## src/rtl/board_ram_arbiter_if.sv

```systemverilog
// board_ram_arbiter_if
//   Bundles the requester side and the RAM side of the board RAM arbiter.
//   Signals:
//     req[2:0]            per-requester request (0 = row clear, 1 = placer, 2 = VGA)
//     grant[2:0]          registered one-hot grant
//     addr0/1/2           requester addresses (ADDR_W)
//     data0/1/2           requester write data (DATA_W)
//     wren0/1/2           requester write enables
//     ram_addr/data/wren  muxed signals toward the single-port RAM
//     owner[1:0]          current owner index, 2'd3 = none
//     busy                a grant is held
//     timeout             one-cycle watchdog revoke pulse
//   Modports: master = requester/RAM environment, slave = arbiter.
interface board_ram_arbiter_if #(
    parameter int unsigned ADDR_W = 8,
    parameter int unsigned DATA_W = 6
);
    logic [2:0]        req;
    logic [2:0]        grant;
    logic [ADDR_W-1:0] addr0, addr1, addr2;
    logic [DATA_W-1:0] data0, data1, data2;
    logic              wren0, wren1, wren2;
    logic [ADDR_W-1:0] ram_addr;
    logic [DATA_W-1:0] ram_data;
    logic              ram_wren;
    logic [1:0]        owner;
    logic              busy;
    logic              timeout;

    modport master (
        output req, addr0, addr1, addr2, data0, data1, data2, wren0, wren1, wren2,
        input  grant, ram_addr, ram_data, ram_wren, owner, busy, timeout
    );

    modport slave (
        input  req, addr0, addr1, addr2, data0, data1, data2, wren0, wren1, wren2,
        output grant, ram_addr, ram_data, ram_wren, owner, busy, timeout
    );
endinterface

```

## src/rtl/board_ram_arbiter.sv

```systemverilog
// board_ram_arbiter
//   Shares the single-port board RAM among three requesters (0 = row clear engine,
//   1 = piece placer, 2 = VGA renderer). Round-robin arbitration with grant lock:
//   the owner keeps the RAM until it drops its request. The owner's addr/data/wren
//   are muxed combinationally onto the RAM port; ram_Q is fanned out externally.
//   Ports:
//     clk    system clock, all state on posedge
//     reset  synchronous, active-high
//     bus    board_ram_arbiter_if.slave (requests, grant, RAM mux, status)
//   Optional feature: define BOARD_ARB_WATCHDOG_EN to enable the hold watchdog
//   (revoke after MAX_HOLD grant cycles, timeout pulse, ex-owner masked until it
//   has been seen with its request low).
module board_ram_arbiter #(
    parameter int unsigned       ADDR_W    = 8,
    parameter int unsigned       DATA_W    = 6,
    parameter logic [ADDR_W-1:0] IDLE_ADDR = '0,
    parameter int unsigned       MAX_HOLD  = 1024
) (
    input logic                 clk,
    input logic                 reset,
    board_ram_arbiter_if.slave  bus
);
    typedef enum logic {IDLE, GRANT} state_t;

    localparam logic [1:0] NO_OWNER = 2'd3;

    if (MAX_HOLD < 2 || MAX_HOLD > 65536) begin : g_bad_max_hold
        $error("board_ram_arbiter: MAX_HOLD must be in 2..65536");
    end

    state_t     state_q, state_d;
    logic [1:0] owner_q, owner_d;
    logic [1:0] last_q, last_d;
    logic [2:0] grant_q, grant_d;
    logic [2:0] eligible;
    logic       owner_req;
    logic       revoke;
    logic       sel_wren;

    // First eligible index scanning last+1, last+2, last (mod 3).
    function automatic logic [1:0] rr_pick(input logic [2:0] elig, input logic [1:0] last);
        logic [1:0] cand;
        logic [1:0] win;
        win = NO_OWNER;
        for (int unsigned k = 1; k <= 3; k++) begin
            cand = 2'((32'(last) + k) % 3);
            if (win == NO_OWNER && elig[cand]) win = cand;
        end
        return win;
    endfunction

    always_comb begin
        owner_req = 1'b0;
        case (owner_q)
            2'd0:    owner_req = bus.req[0];
            2'd1:    owner_req = bus.req[1];
            2'd2:    owner_req = bus.req[2];
            default: owner_req = 1'b0;
        endcase
    end

`ifdef BOARD_ARB_WATCHDOG_EN
    localparam logic [15:0] HOLD_LAST = 16'(MAX_HOLD - 1);

    logic [15:0] hold_cnt;
    logic [2:0]  mask;
    logic        timeout_q;

    always_ff @(posedge clk) begin
        if (reset) begin
            hold_cnt  <= '0;
            mask      <= '0;
            timeout_q <= 1'b0;
        end else begin
            hold_cnt  <= (state_q == GRANT) ? hold_cnt + 16'd1 : '0;
            // A mask bit clears once its request is seen low; a revoke masks the ex-owner.
            mask      <= (mask & bus.req) | (revoke ? grant_q : '0);
            timeout_q <= revoke;
        end
    end

    assign eligible = bus.req & ~mask;
    assign revoke   = (state_q == GRANT) && owner_req && (hold_cnt == HOLD_LAST);
`else
    assign eligible = bus.req;
    assign revoke   = 1'b0;
`endif

    // State register
    always_ff @(posedge clk) begin
        if (reset) begin
            state_q <= IDLE;
            owner_q <= NO_OWNER;
            last_q  <= 2'd2;
            grant_q <= '0;
        end else begin
            state_q <= state_d;
            owner_q <= owner_d;
            last_q  <= last_d;
            grant_q <= grant_d;
        end
    end

    // Next-state logic
    always_comb begin
        state_d = state_q;
        owner_d = owner_q;
        last_d  = last_q;
        grant_d = grant_q;
        case (state_q)
            IDLE: begin
                if (rr_pick(eligible, last_q) != NO_OWNER) begin
                    state_d = GRANT;
                    owner_d = rr_pick(eligible, last_q);
                    last_d  = rr_pick(eligible, last_q);
                    grant_d = 3'b001 << rr_pick(eligible, last_q);
                end
            end
            GRANT: begin
                if (!owner_req || revoke) begin
                    state_d = IDLE;
                    owner_d = NO_OWNER;
                    grant_d = '0;
                end
            end
            default: state_d = IDLE;
        endcase
    end

    // Output logic: RAM mux from the registered owner
    always_comb begin
        bus.grant    = grant_q;
        bus.owner    = owner_q;
        bus.busy     = (state_q == GRANT);
`ifdef BOARD_ARB_WATCHDOG_EN
        bus.timeout  = timeout_q;
`else
        bus.timeout  = 1'b0;
`endif
        bus.ram_addr = IDLE_ADDR;
        bus.ram_data = '0;
        sel_wren     = 1'b0;
        case (owner_q)
            2'd0: begin bus.ram_addr = bus.addr0; bus.ram_data = bus.data0; sel_wren = bus.wren0; end
            2'd1: begin bus.ram_addr = bus.addr1; bus.ram_data = bus.data1; sel_wren = bus.wren1; end
            2'd2: begin bus.ram_addr = bus.addr2; bus.ram_data = bus.data2; sel_wren = bus.wren2; end
            default: ;
        endcase
        // Write is suppressed the cycle the owner drops its request and while reset is asserted.
        bus.ram_wren = sel_wren & owner_req & ~reset;
    end
endmodule

```

## src/flat_wrapper.sv

```systemverilog
// flat-port wrapper written by rule: the top's interface ports become plain ports
module board_ram_arbiter_flat 
#(
    parameter int unsigned       ADDR_W    = 8,
    parameter int unsigned       DATA_W    = 6,
    parameter logic [ADDR_W-1:0] IDLE_ADDR = '0,
    parameter int unsigned       MAX_HOLD  = 1024
)
  (clk, reset, bus_req, bus_addr0, bus_addr1, bus_addr2, bus_data0, bus_data1, bus_data2, bus_wren0, bus_wren1, bus_wren2, bus_grant, bus_ram_addr, bus_ram_data, bus_ram_wren, bus_owner, bus_busy, bus_timeout);
  board_ram_arbiter_if #(.ADDR_W(ADDR_W), .DATA_W(DATA_W)) bus_i ();
  input logic clk;
  input logic reset;
  input wire logic [$bits(bus_i.req)-1:0] bus_req;
  input wire logic [$bits(bus_i.addr0)-1:0] bus_addr0;
  input wire logic [$bits(bus_i.addr1)-1:0] bus_addr1;
  input wire logic [$bits(bus_i.addr2)-1:0] bus_addr2;
  input wire logic [$bits(bus_i.data0)-1:0] bus_data0;
  input wire logic [$bits(bus_i.data1)-1:0] bus_data1;
  input wire logic [$bits(bus_i.data2)-1:0] bus_data2;
  input wire logic [$bits(bus_i.wren0)-1:0] bus_wren0;
  input wire logic [$bits(bus_i.wren1)-1:0] bus_wren1;
  input wire logic [$bits(bus_i.wren2)-1:0] bus_wren2;
  output wire logic [$bits(bus_i.grant)-1:0] bus_grant;
  output wire logic [$bits(bus_i.ram_addr)-1:0] bus_ram_addr;
  output wire logic [$bits(bus_i.ram_data)-1:0] bus_ram_data;
  output wire logic [$bits(bus_i.ram_wren)-1:0] bus_ram_wren;
  output wire logic [$bits(bus_i.owner)-1:0] bus_owner;
  output wire logic [$bits(bus_i.busy)-1:0] bus_busy;
  output wire logic [$bits(bus_i.timeout)-1:0] bus_timeout;
  assign bus_i.req = bus_req;
  assign bus_i.addr0 = bus_addr0;
  assign bus_i.addr1 = bus_addr1;
  assign bus_i.addr2 = bus_addr2;
  assign bus_i.data0 = bus_data0;
  assign bus_i.data1 = bus_data1;
  assign bus_i.data2 = bus_data2;
  assign bus_i.wren0 = bus_wren0;
  assign bus_i.wren1 = bus_wren1;
  assign bus_i.wren2 = bus_wren2;
  assign bus_grant = bus_i.grant;
  assign bus_ram_addr = bus_i.ram_addr;
  assign bus_ram_data = bus_i.ram_data;
  assign bus_ram_wren = bus_i.ram_wren;
  assign bus_owner = bus_i.owner;
  assign bus_busy = bus_i.busy;
  assign bus_timeout = bus_i.timeout;
  board_ram_arbiter #(.ADDR_W(ADDR_W), .DATA_W(DATA_W), .IDLE_ADDR(IDLE_ADDR), .MAX_HOLD(MAX_HOLD)) u_core (.clk(clk), .reset(reset), .bus(bus_i));
endmodule
```

## config.mk

```make
export PLATFORM = sky130hd
export DESIGN_NAME = board_ram_arbiter_flat
export DESIGN_NICKNAME = d
export VERILOG_FILES = /design/src/rtl/board_ram_arbiter_if.sv /design/src/rtl/board_ram_arbiter.sv /design/src/flat_wrapper.sv
export SDC_FILE = /design/constraint.sdc
export NUM_CORES = 1
export LEC_CHECK = 0
export BUFFER_PORTS_ARGS = -buffer_cell sky130_fd_sc_hd__buf_4
export CAP_MARGIN = 10
export CORE_MARGIN = 2
export CORE_UTILIZATION = 39
export DETAILED_ROUTE_END_ITERATION = 6
export PLACE_DENSITY = 0.79
export SYNTH_ARGS = -nofsm -noshare
export SYNTH_HDL_FRONTEND = slang
export SYNTH_SLANG_ARGS = --single-unit
```

## constraint.sdc

```tcl
create_clock -name clk -period 2.27 [get_ports clk]
set_input_delay 0.3405 -clock clk [delete_from_list [all_inputs] [get_ports clk]]
set_output_delay 0.3405 -clock clk [all_outputs]
set_load 0.03 [all_outputs]
```

==> results of run 1 <==
[synthesized netlist by cell type]
library cell  instances  area [µm²]
or4b_4                1       13.76
a21o_1                1       7.510
nand3b_1              1       7.510
ha_1                  3       37.54
inv_1                 6       22.52
a211oi_1              3       22.52
buf_4                 1       7.510
o21ai_1               1       5.000
mux2i_1              19       190.2
clkbuf_1              5       18.77
and3_1                1       6.260
a21oi_1               4       20.02
and2_1                1       6.260
or4b_1                1       10.01
o311ai_0              1       8.760
nor3_1                3       15.01
a31oi_2               1       12.51
buf_2                 2       10.01
o32ai_1               1       8.760
a2111oi_0             2       17.52
a21bo_2               1       10.01
o31ai_1               1       7.510
nor2b_1               1       6.260
o2bb2ai_1             1       8.760
buf_1                 2       7.510
nand4bb_1             1       11.26
conb_1                1       3.750
a32o_1                1       10.01
and3_4                1       11.26
a2bb2oi_1             1       8.760
o31a_1                2       17.52
o21ai_0              18       90.09
nand2b_1              2       12.51
nand2_1              16       60.06
or3_1                 1       6.260
dfxtp_1               8       160.2
or2_1                 2       12.51
nor2_1                5       18.77
nand3_1               1       5.000
[worst max-delay path: cells and delay by family, from the launching register on]
kind | cells | cell delay [ns]
DFF | 1 | 0.36
and+or+nand+nor | 2 | 0.65
buffers and inverters | 1 | 0.07
adders and majority gates | 1 | 0.37
AOI/OAI and AO/OA | 3 | 0.61
[stage by stage]
| stage | hold WS, ns | cells | utilization |
|---|---|---|---|
| after floorplan | 0.4819 | 124 | - |
| after global placement | 0.4552 | 215 | 0.6601 |
| after detailed placement | 0.4672 | 215 | 0.6601 |
| after CTS | 0.3210 | 218 | 0.6702 |
| after global routing | 0.3064 | 218 | 0.6714 |
| final | 0.3138 | 218 | 0.6714 |
[cells by family after synthesis]
group                      Yosys count  share of synthesized area
buffers and inverters               16                    0.07241
adders and majority gates            3                    0.04099
and+or+nand+nor                     38                     0.2213
muxes                               19                     0.2076
DFF                                  8                     0.1749
AOI/OAI and AO/OA                   39                     0.2787
other                                1                   0.004094
[routing by layer]
layer / vias up / GRT usage
li1: 580 / -
met1: 523 / 0.2608
met2: 61 / 0.4250
met3: 3 / 0.06000
met4: 0 / 0.05128
met5: - / 0
[cell type report]
class / instances / area, µm²
multi-input combinational: 100 / 696.9
tap: 28 / 35.03
inverter: 6 / 22.52
timing repair buffer: 73 / 548.0
clock buffer: 3 / 22.52
fill: 199 / 726.9
sequential: 8 / 160.2
[path summary, 6_finish.rpt]
| check | slack (ns) | cells past startpoint | endpoint | from |
|---|---|---|---|---|
| setup / recovery | 0.15 | 7 | u_core.bus.grant[2] | u_core.last_q[0] |
| hold / removal | 0.31 | 2 | u_core.bus.grant[2] | reset |
| setup reg to reg | 0.15 | 7 | u_core.bus.grant[2] | u_core.last_q[0] |
| hold reg to reg | 0.47 | 2 | u_core.bus.grant[1] | u_core.bus.grant[1] |
[registers in the layout, indices dropped and copies added, names as in the netlist]
| name | cells |
|---|---|
| u_core.bus.grant | 3 |
| u_core.bus.owner | 2 |
| u_core.last_q | 2 |
| u_core.bus.busy | 1 |
[cells in the final DEF, fill, tap and decap left out, types with 2 or more instances in the layout]
master / n
buf_4: 73
nor3_1: 2
a21oi_1: 4
mux2i_1: 19
a2111oi_0: 2
inv_1: 6
o21ai_1: 11
nand2b_1: 2
o21ai_0: 8
clkbuf_4: 3
ha_1: 2
nor2_1: 5
nand2_1: 16
or2_1: 2
a211oi_1: 3
o31a_1: 2
dfxtp_1: 8
[where the power goes]
group          internal [W]  switching, W  total (W)
combinational      0.000610      0.000862    0.00147
clock             0.0000611     0.0000570   0.000118
sequential         0.000197     0.0000634   0.000261
==> flow_results.org, run 1 <==
** Clocking
- Clock tree synthesis inserted a total of 3 buffers.
- Worst skew pair latency :: ~0.27 ns
- Counting every sink on the clock net gives 8.
- Buffers added to address setup during post-CTS repair amount to 0.
- Number of resized instances in the post-cts repair step :: 0
- Register clock-pin slew on the reported worst setup and hold paths :: approximately 0.06 ns
- TritonCTS built the clock tree.
- For this design, the CTS-stage hold fixing added 0 buffers.
- CTS placed an instance of clkbuf_4 at the clock tree root.
- CTS Buffer Depth :: 2
- Htree depth :: 1

** Power
- Peak supply drop :: 0.0007999 V
- Summed over all cells, the static leakage comes to between 0.7 and 0.8 nW.
- The completed layout was analyzed and its total power is 0.001851 W.
- In this run the power density over the cells is between 1000 and 1500 nW/µm².

** Floorplanning
- Die Outline Area :: approximately 2800 µm²
- a little over 70 I/O pins were placed.
- Row generation in the floorplan step produced 17 rows.
- The floorplan step defined a core boundary enclosing 2212 µm².
- Vertical extent of the die :: between 50 and 60 µm
- Die extent in x :: 52.46 µm
- For this configuration, the core starts out at a cell density of 0.4140.

** Synthesis
- Synth Cell Area :: a little over 900 µm²
- Post-Synthesis Cells :: between 100 and 150
- For this run, the number of Yosys warnings is 0.
- Number of distinct library cells after synthesis :: 39
- After synthesis, the mean cell area works out to ~7.4 µm².
- Sequential share of the synthesized area :: 0.1749
- Synthesis-stage register bit count :: 8
- Nets in the synthesized netlist :: roughly 180

** Cells and area
- Number of nets in the layout :: roughly 250
- Ratio of cells with drive above 1 in the final layout :: 0.4316
- The number of antenna diodes in the final layout is 0.
- Relative area change from synthesis to final layout :: 62.16%
- Total non-filler cell area in the finished layout :: 1485 µm²

** Drt
- Vias per Instance :: between 5 and 6
- Routed wire length :: 3.046 mm
- After detailed routing, the average wire length per cell comes to approximately 14 µm.
- The highest layer touched by signal routing is met4.
- Vias post-DR :: around 1.2k
- For this run, design rule violations remaining after detail routing come to 0.
- After the first detailed-routing iteration, the DRC count stood at 17.
- Wire segments on met3 add up to about 340 µm in the final route.
- Router iterations before antenna repair :: 4
- For this block, wires on met1 add up to ~1.2 mm.
- DR WL met2 :: 1.475 mm
- Number of antenna-violating nets in the routed design :: 0

** Critical path
- Max stage delay cell, worst path :: or4b_4
- Critical-path maximum fanout :: 6
- Worst endpoint data arrival time :: 2.32 ns
- STA classifies the critical path endpoint as a register.
- Worst path cell trace :: inv_1 > ha_2 > nand4bb_1 > o21ai_1 > o31a_1 > or4b_4 > a31oi_2
- For the worst setup path, the data required time is roughly 2.5 ns.
- In this design, the stage delay of the slowest critical-path cell is approximately 0.52 ns.
- The worst setup path is launched from a register.
- Critical Setup Path Class :: reg -> reg

** STA
- Across the routed clock network, the largest skew measured is 0.003911 ns.
- Setup violations remaining at the end of the flow were counted as 0.
- Highest Clock Rate :: 471.3 MHz
- Final critical-path setup slack :: 0.1484 ns
- Setup repair after global routing left no endpoint under its margin.
- Final worst path period need :: roughly 2.1 ns
- Slew Viols, Final :: 0
- Setup total negative slack on the finished layout was measured at 0 ns.
- Hold violation count in the final report :: 0
- Share of the clock period used by the worst path after layout :: 0.9346

** Global routing
- For this run, the total global-route usage over all layers was measured as 0.2303.
- The via count of the first global-routing pass is 1103.
- The first global-routing pass estimated 4.843 mm of wire.
- Initial antenna violation count :: 0
- Global route overflow :: 0
- Entering global routing, the biggest net connects 20 pins.

** Status
- The run finished with clean final reports.

** Placement
- Detail Placement HPWL :: 2.426 mm
- The congestion estimate from routability-driven global placement came to ~0.85.
- I/O Buffers :: 70
- Post-Place Worst Slack :: 0.1221 ns
- Area post-placement :: approximately 1500 µm²

** Worst hold path
- The tightest min-delay check is of the in -> reg type.

** Run
- Across the run, the number of max-cap violations was 0.
Power figures use the tool's default switching activity.
==> inputs of run 2 (changes only) <==
- CORE_UTILIZATION: 39 -> 42
- PLACE_DENSITY: 0.79 -> 0.85
- clock period: 2.27 -> 2.7 ns (I/O delays scaled with it)
==> flow_results.org, run 2 (synthesized netlist as in run 1, its figures left out) <==
** Status
- Result of the run :: completed (unchanged)

** Floorplanning
- Die extent in x :: 50.70 µm (was 52.46 µm)
- The standard-cell row count came to 16 (was 17).
- Vertical extent of the die :: 50.70 µm (was 52.46 µm)
- Initial Utilization :: 0.4575 (was 0.4140)
- The die area is 2570 µm² (was 2752 µm²).
- Core Region :: 2002 µm² (was 2212 µm²)
- # IOs :: 72 (unchanged)

** Critical path
- The highest net fanout along the worst path is 7 (was 6).
- Type of origin of the critical path :: register (unchanged)
- Critical Setup Path Class :: reg -> reg (unchanged)
- The required arrival time at the worst endpoint came to 2.91 ns (was 2.47 ns).
- The setup slack of the most critical reg-to-reg path is 0.52 ns (was 0.15 ns).
- Origin of the critical flop-to-flop path :: u_core.last_q[0] (unchanged)
- The arrival time of the worst setup path is 2.39 ns (was 2.32 ns).
- Crit. End Element :: register (unchanged)
- Worst reg2reg path depth :: 7 (unchanged)
- R2r endpoint :: u_core.bus.grant[2] (unchanged)

** STA
- Final critical-path setup slack :: 0.5217 ns (was 0.1484 ns)
- The worst clock skew on the final layout was 0.009069 ns (was 0.003911 ns).
- Setup repair after global routing missed its margin: no (unchanged).
- Share of the clock period used by the worst path after layout :: 0.8068 (was 0.9346)
- Hold violation count in the final report :: 0 (unchanged)
- The highest attainable clock frequency came to 459.1 MHz (was 471.3 MHz).
- Number of setup violations in the final report :: 0 (unchanged)
- Final worst path period need :: 2.178 ns (was 2.122 ns)
- Slew Viols, Final :: 0 (unchanged)
- Sum of negative setup slack :: 0 ns (unchanged)

** Placement
- Final weighted congestion in routability-driven placement :: 0.8436 (was 0.8510)
- Detail Placement HPWL :: 2.544 mm (was 2.426 mm)
- The quantity of I/O buffers inserted on ports was 70 (unchanged).
- The number of cells after detailed placement came to 214 (was 215).
- The worst setup slack after placement came to 0.5452 ns (was 0.1221 ns).

** Cells and area
- Most common cell after layout, fill and taps aside :: buf_4 (unchanged)
- Ratio of cells with drive above 1 in the final layout :: 0.4211 (was 0.4316)
- Footprint of the multi-input gates :: 689.4 µm² (was 696.9 µm²)
- Finished Core Util :: 0.7375 (was 0.6714)
- Final Non-Filler Cells :: 217 (was 218)
- The number of inserted diodes came to 0 (unchanged).
- The fill cell total of the finished layout came to 155 (was 199).
- Most used cells in the layout excluding fill and tap cells :: buf_4 (73), mux2i_1 (19), o21ai_0 (18) (was buf_4 (73), mux2i_1 (19), nand2_1 (16))
- Number of flip-flops in the largest register :: 3 (unchanged)
- Relative area change from synthesis to final layout :: 61.20% (was 62.16%)
- Register area :: 160.2 µm² (unchanged)
- Number of nets in the layout :: 245 (unchanged)

** Global routing
- The via count of the first global-routing pass is 1133 (was 1103).
- The pin count of the biggest net entering global routing came to 20 (unchanged).
- Global route overflow :: 0 (unchanged)
- First-pass GRT wire length :: 5.306 mm (was 4.843 mm)
- The global-route usage over all layers is 0.2677 (was 0.2303).
- Initial antenna violation count :: 0 (unchanged)

** Clocking
- The number of sinks on the clock net was 8 (unchanged).
- CTS tree :: yes (unchanged)
- Post-CTS repair timing setup buffer count :: 0 (unchanged)
- Post-cts hold buffer count :: 0 (unchanged)
- The total CTS buffers is 3 (unchanged).
- The clock insertion delay at the later pin of the skew report was 0.28 ns (was 0.27 ns).
- CTS Buffer Depth :: 2 (unchanged)
- The clock tree root driver cell is clkbuf_4 (unchanged).
- Register clock-pin slew on the reported worst setup and hold paths :: 0.07 ns (was 0.06 ns)
- The number of levels in the clock H-tree is 1 (unchanged).
- Number of resized instances in the post-cts repair step :: 0 (unchanged)

** Worst hold path
- The startpoint of the worst hold path was reset (unchanged).
- Endpoint of the worst hold-timing path :: u_core.bus.grant[2] (unchanged)
- The cell depth of the worst hold path was 2 (unchanged).
- Hold Path Class :: in -> reg (unchanged)

** Run
- The number of max-cap violations came to 0 (unchanged).

** Power
- Total power density per cell area :: 1046 nW/µm² (was 1246 nW/µm²)
- The static leakage was 0.7838 nW (was 0.7829 nW).
- Peak supply drop :: 0.0007385 V (was 0.0007999 V)

** Drt
- The aggregate routed wire length is 3.260 mm (was 3.046 mm).
- The number of vias per cell after detailed routing is 5.318 (was 5.353).
- The detailed-route via count came to 1154 (was 1167).
- The routed wirelength normalized by instance count was 15.02 µm (was 13.97 µm).
- Router iterations before antenna repair :: 4 (unchanged)
- Drt initial violations :: 26 (was 17)
- Number of antenna-violating nets in the routed design :: 0 (unchanged)
- The number of remaining DRC errors came to 0 (unchanged).
-- run 2: worst max path at each step --
stage | start | to | slack (ns) | cells after the start
final | u_core.last_q[0] | u_core.bus.grant[2] | 0.52 | 7
after global routing | u_core.last_q[0] | u_core.bus.grant[2] | 0.40 | 7
after CTS | u_core.last_q[0] | u_core.bus.grant[2] | 0.53 | 7
after detailed placement | u_core.last_q[0] | u_core.bus.grant[2] | 0.55 | 7
after global placement | u_core.last_q[0] | u_core.bus.grant[2] | 0.66 | 7
after floorplan | u_core.bus.owner[0] | bus_ram_addr[0] | 0.23 | 4
-- run 2: per-stage QoR --
| step | hold WS, ns | cell area [µm²] | total power [W] |
|---|---|---|---|
| floorplan | 0.4819 | 915.9 | 0.001057 |
| global placement | 0.4520 | 1454 | 0.001401 |
| detailed placement | 0.4654 | 1454 | 0.001439 |
| CTS | 0.3656 | 1476 | 0.001542 |
| global route | 0.3791 | 1476 | 0.001652 |
| finish | 0.3602 | 1476 | 0.001545 |
-- run 2: worst max-delay path, stage by stage, from the launching register on --
cell and delay (ns):
dfxtp_1 0.36, inv_1 0.07, ha_1 0.28, nand2b_1 0.18, a32o_1 0.29, and2_1 0.19
or4b_1 0.54, a31oi_2 0.19
-- run 2: power by group --
group / total [W] / leakage, nW / switching (W) / internal (W)
combinational: 0.00120 / 0.704 / 0.000702 / 0.000503
clock: 0.000104 / 0.0138 / 0.0000527 / 0.0000516
sequential: 0.000236 / 0.0663 / 0.0000700 / 0.000166
total: 0.00154 / 0.784 / 0.000825 / 0.000720
-- run 2: routing by layer --
layer	global-route usage	wire length (µm)
met3	0.05952	284
met1	0.3123	1331
met2	0.4715	1592
met4	0.1036	51
met5	0	0
-- run 2: layout make-up --
class,count,area share
clock buffer,3,0.01525
inverter,6,0.01525
multi-input combinational,100,0.4669
sequential,8,0.1085
tap,27,0.02288
timing repair buffer,73,0.3712
==> inputs of run 3 (changes only) <==
- CORE_UTILIZATION: 42 -> 35
- PLACE_DENSITY: 0.85 -> 0.75
- clock period: 2.7 -> 1.8 ns (I/O delays scaled with it)
==> flow_results.org, run 3 (synthesized netlist as in run 1, its figures left out) <==
** Placement
- The global placer's final weighted congestion was 0.8653 (was 0.8436).
- I/O Buffers :: 70 (unchanged)
- The placed wire-length estimate is 2.544 mm (about the same).
- Area post-placement :: 1597 µm² (was 1454 µm²)

** Status
- Result of the run :: finished with violations (was completed)
- The final reports fail on negative setup slack.

** Power
- Int Power :: 0.001465 W (was 0.0007198 W)
- Clock share of power :: 0.051 (was 0.068)
- Static leakage :: 0.8822 nW (was 0.7838 nW)
- Combinational group share of total power :: 0.842 (was 0.780)
- The maximum VDD drop was 0.001340 V (was 0.0007385 V).
- Total Power Consumption :: 0.003023 W (was 0.001545 W)
- Sequential power share :: 0.107 (was 0.153)
- Net Switching :: 0.001558 W (was 0.0008248 W)
- The power density over the cells was 1695 nW/µm² (was 1046 nW/µm²).
- Net Sw Frac :: 0.5155 (was 0.5340)

** Drt
- The initial DRC count came to 13 (was 26).
- The number of optimization iterations in the first detailed-route pass is 4 (unchanged).
- The number of vias per cell after detailed routing was 5.372 (was 5.318).
- Number of remaining DRC errors :: 0 (unchanged)
- Routed wire length :: 3.594 mm (was 3.260 mm)
- The routed wirelength normalized by instance count is 15.56 µm (was 15.02 µm).
- Number of antenna-violating nets in the routed design :: 0 (unchanged)
- Vias post-DR :: 1241 (was 1154)

** Critical path
- Critical Setup Path Class :: reg -> reg (unchanged)
- Max stage delay cell, worst path :: a2111oi_0 (was or4b_1)
- R2r endpoint :: u_core.bus.owner[1] (was u_core.bus.grant[2])
- Worst endpoint data arrival time :: 2.23 ns (was 2.39 ns)
- The highest net fanout along the worst path was 7 (unchanged).
- Type of origin of the critical path :: register (unchanged)
- Slack of the worst reg-to-reg path :: -0.22 ns (was 0.52 ns)
- Critical Path End :: u_core.bus.owner[1] (was u_core.bus.grant[2])
- Crit-path leading delay family :: compound AO/OA/AOI/OAI gates (was simple AND/OR/NAND/NOR gates)
- Crit. End Element :: register (unchanged)
- Worst reg2reg path depth :: 7 (unchanged)
- The required arrival time at the worst endpoint was 2.01 ns (was 2.91 ns).
- Crit. path cell count :: 7 (unchanged)
- First element of the critical path :: u_core.last_q[0] (unchanged)
- Worst path cell trace :: inv_2 > ha_4 > nand2b_1 > a32o_2 > and3_4 > a2111oi_0 > nand3b_1 (was inv_1 > ha_1 > nand2b_1 > a32o_1 > and2_1 > or4b_1 > a31oi_2)
- The total buffers and inverters traversed by the critical path came to 1 (unchanged).
- The reg-to-reg startpoint is u_core.last_q[0] (unchanged).
- Largest stage delay, worst path :: 0.49 ns (was 0.54 ns)

** Clocking
- The clock tree from TritonCTS is yes (unchanged).
- The clock input transition at the sequential cells of the worst setup and hold paths came to 0.06 ns (was 0.07 ns).
- The number of levels in the clock H-tree came to 1 (unchanged).
- Cell at the root of the clock tree :: clkbuf_4 (unchanged)
- Sink count of the clock tree :: 8 (unchanged)
- Worst skew pair latency :: 0.27 ns (was 0.28 ns)
- The total CTS buffers is 3 (unchanged).
- CTS Buffer Depth :: 2 (unchanged)
- Post-cts hold buffer count :: 0 (unchanged)

** Cells and area
- Number of nets in the layout :: 256 (was 245)
- Most used cells in the layout excluding fill and tap cells: buf_4 (83), mux2i_1 (18), nand2_1 (16) (was buf_4 (73), mux2i_1 (19), o21ai_0 (18)).
- Ratio of cells with drive above 1 in the final layout :: 0.6567 (was 0.4211)
- Antenna Cells :: 0 (unchanged)
- Final-layout fill cell count :: 194 (was 155)
- Most common cell after layout, fill and taps aside :: buf_4 (unchanged)
- The layout overhead on the synthesized area came to 94.67% (was 61.20%).
- Total non-filler cell area in the finished layout :: 1783 µm² (was 1476 µm²)
- The flip-flop count of the largest register, all copies and words added is 3 (unchanged).

** STA
- Setup repair after global routing missed its margin: yes (was no).
- The post-route worst setup slack is -0.2190 ns (was 0.5217 ns).
- The setup total negative slack is -0.6976 ns (was 0 ns).
- Final setup skew :: 0.0006459 ns (was 0.009069 ns)
- Number of setup violations in the final report :: 6 (was 0)
- At the pin with the least slew margin, the transition time is about 0.49 ns.
- The number of slew-limit violations in the final report is 0 (unchanged).
- Share of the clock period used by the worst path after layout :: 1.122 (was 0.8068)
- Slew margin rel. :: 0.6663
- The shortest clock period the worst path allows after layout is 2.019 ns (was 2.178 ns).
- The final-layout worst hold slack was 0.2564 ns (was 0.3602 ns).
- The highest attainable clock frequency is 495.3 MHz (was 459.1 MHz).
- Hold violation count in the final report :: 0 (unchanged)

** Floorplanning
- Core Region :: 2477 µm² (was 2002 µm²)
- Die Outline Area :: 3042 µm² (was 2570 µm²)
- Standard-cell rows :: 18 (was 16)
- # IOs :: 72 (unchanged)
- Die extent in x :: 55.16 µm (was 50.70 µm)
- The vertical extent of the die was 55.16 µm (was 50.70 µm).
- The initial core utilization is 0.3697 (was 0.4575).

** Worst hold path
- The classification of the worst-slack hold path is in -> reg (unchanged).

** Global routing
- Global route overflow :: 0 (unchanged)
- Via count of the first global-routing pass :: 1100 (was 1133)
- The initial antenna violation count came to 0 (unchanged).
- Total global-route track usage :: 0.2088 (was 0.2677)
- The global-route wire length before repair came to 4.602 mm (was 5.306 mm).
- Pin count of the biggest net entering global routing :: 20 (unchanged)

** Run
- Total of max-cap violations :: 0 (unchanged)
-- run 3: changes by cell type in the layout (fill, tap and decap cells not counted), moves of 3 or more --
cell      before  now
a211oi_1       3    0
buf_4         73   83
dfxtp_1        8    4
dfxtp_2        0    4
inv_1          6    3
inv_2          0    3
o21ai_0       18    1
o21ai_1        1    5
o21ai_2        0   12
-- run 3: timing repair --
action                     CTS  global route
pin swaps                    3             6
setup endpoints to repair    8            22
setup buffers                1             3
resized for setup            5            26
-- run 3: power by group through the flow --
stage / combinational (W) / clock, W / sequential, W
finish: 0.00255 / 0.000154 / 0.000324
global route: 0.00269 / 0.000158 / 0.000332
CTS: 0.00218 / 0.000154 / 0.000311
detailed placement: 0.00214 / 0 / 0.000314
global placement: 0.00209 / 0 / 0.000311
floorplan: 0.00135 / 0 / 0.000404
-- run 3: worst min path at each step --
| stage | startpoint | to | slack, ns | depth (start not counted) |
|---|---|---|---|---|
| finish | reset | u_core.bus.grant[2] | 0.26 | 2 |
| global placement | u_core.bus.grant[1] | u_core.bus.grant[1] | 0.45 | 2 |
| detailed placement | u_core.bus.grant[1] | u_core.bus.grant[1] | 0.46 | 2 |
| CTS | reset | u_core.bus.grant[2] | 0.24 | 2 |
| floorplan | u_core.last_q[0] | u_core.last_q[0] | 0.49 | 2 |
| global route | reset | u_core.bus.grant[2] | 0.27 | 2 |
-- run 3: layout make-up --
cell class                      count  area, µm²  area share
Multi-Input combinational cell    100      897.1      0.5032
Tap cell                           30      37.54     0.02105
Timing Repair Buffer               84      638.1      0.3579
Clock buffer                        3      22.52     0.01263
Sequential cell                     8      165.2     0.09263
Inverter                            6      22.52     0.01263
-- run 3: metrics by stage --
stage | std cells | setup WS (ns) | utilization
2_1_floorplan | 124 | -0.08909 | -
3_3_place_gp | 225 | -0.09694 | 0.6444
3_5_place_dp | 225 | -0.1525 | 0.6444
4_1_cts | 229 | -0.1665 | 0.6606
5_1_grt | 231 | -0.2539 | 0.7197
6_report | 231 | -0.2190 | 0.7197
-- run 3: layer usage --
layer / share of wire / GRT usage / wire length [µm] / up-vias
li1: - / - / - / 611
met1: 0.37 / 0.2029 / 1321 / 570
met2: 0.50 / 0.4107 / 1809 / 52
met3: 0.11 / 0.04032 / 379 / 8
met4: 0.023 / 0.1057 / 84 / 0
met5: 0 / 0 / 0 / -
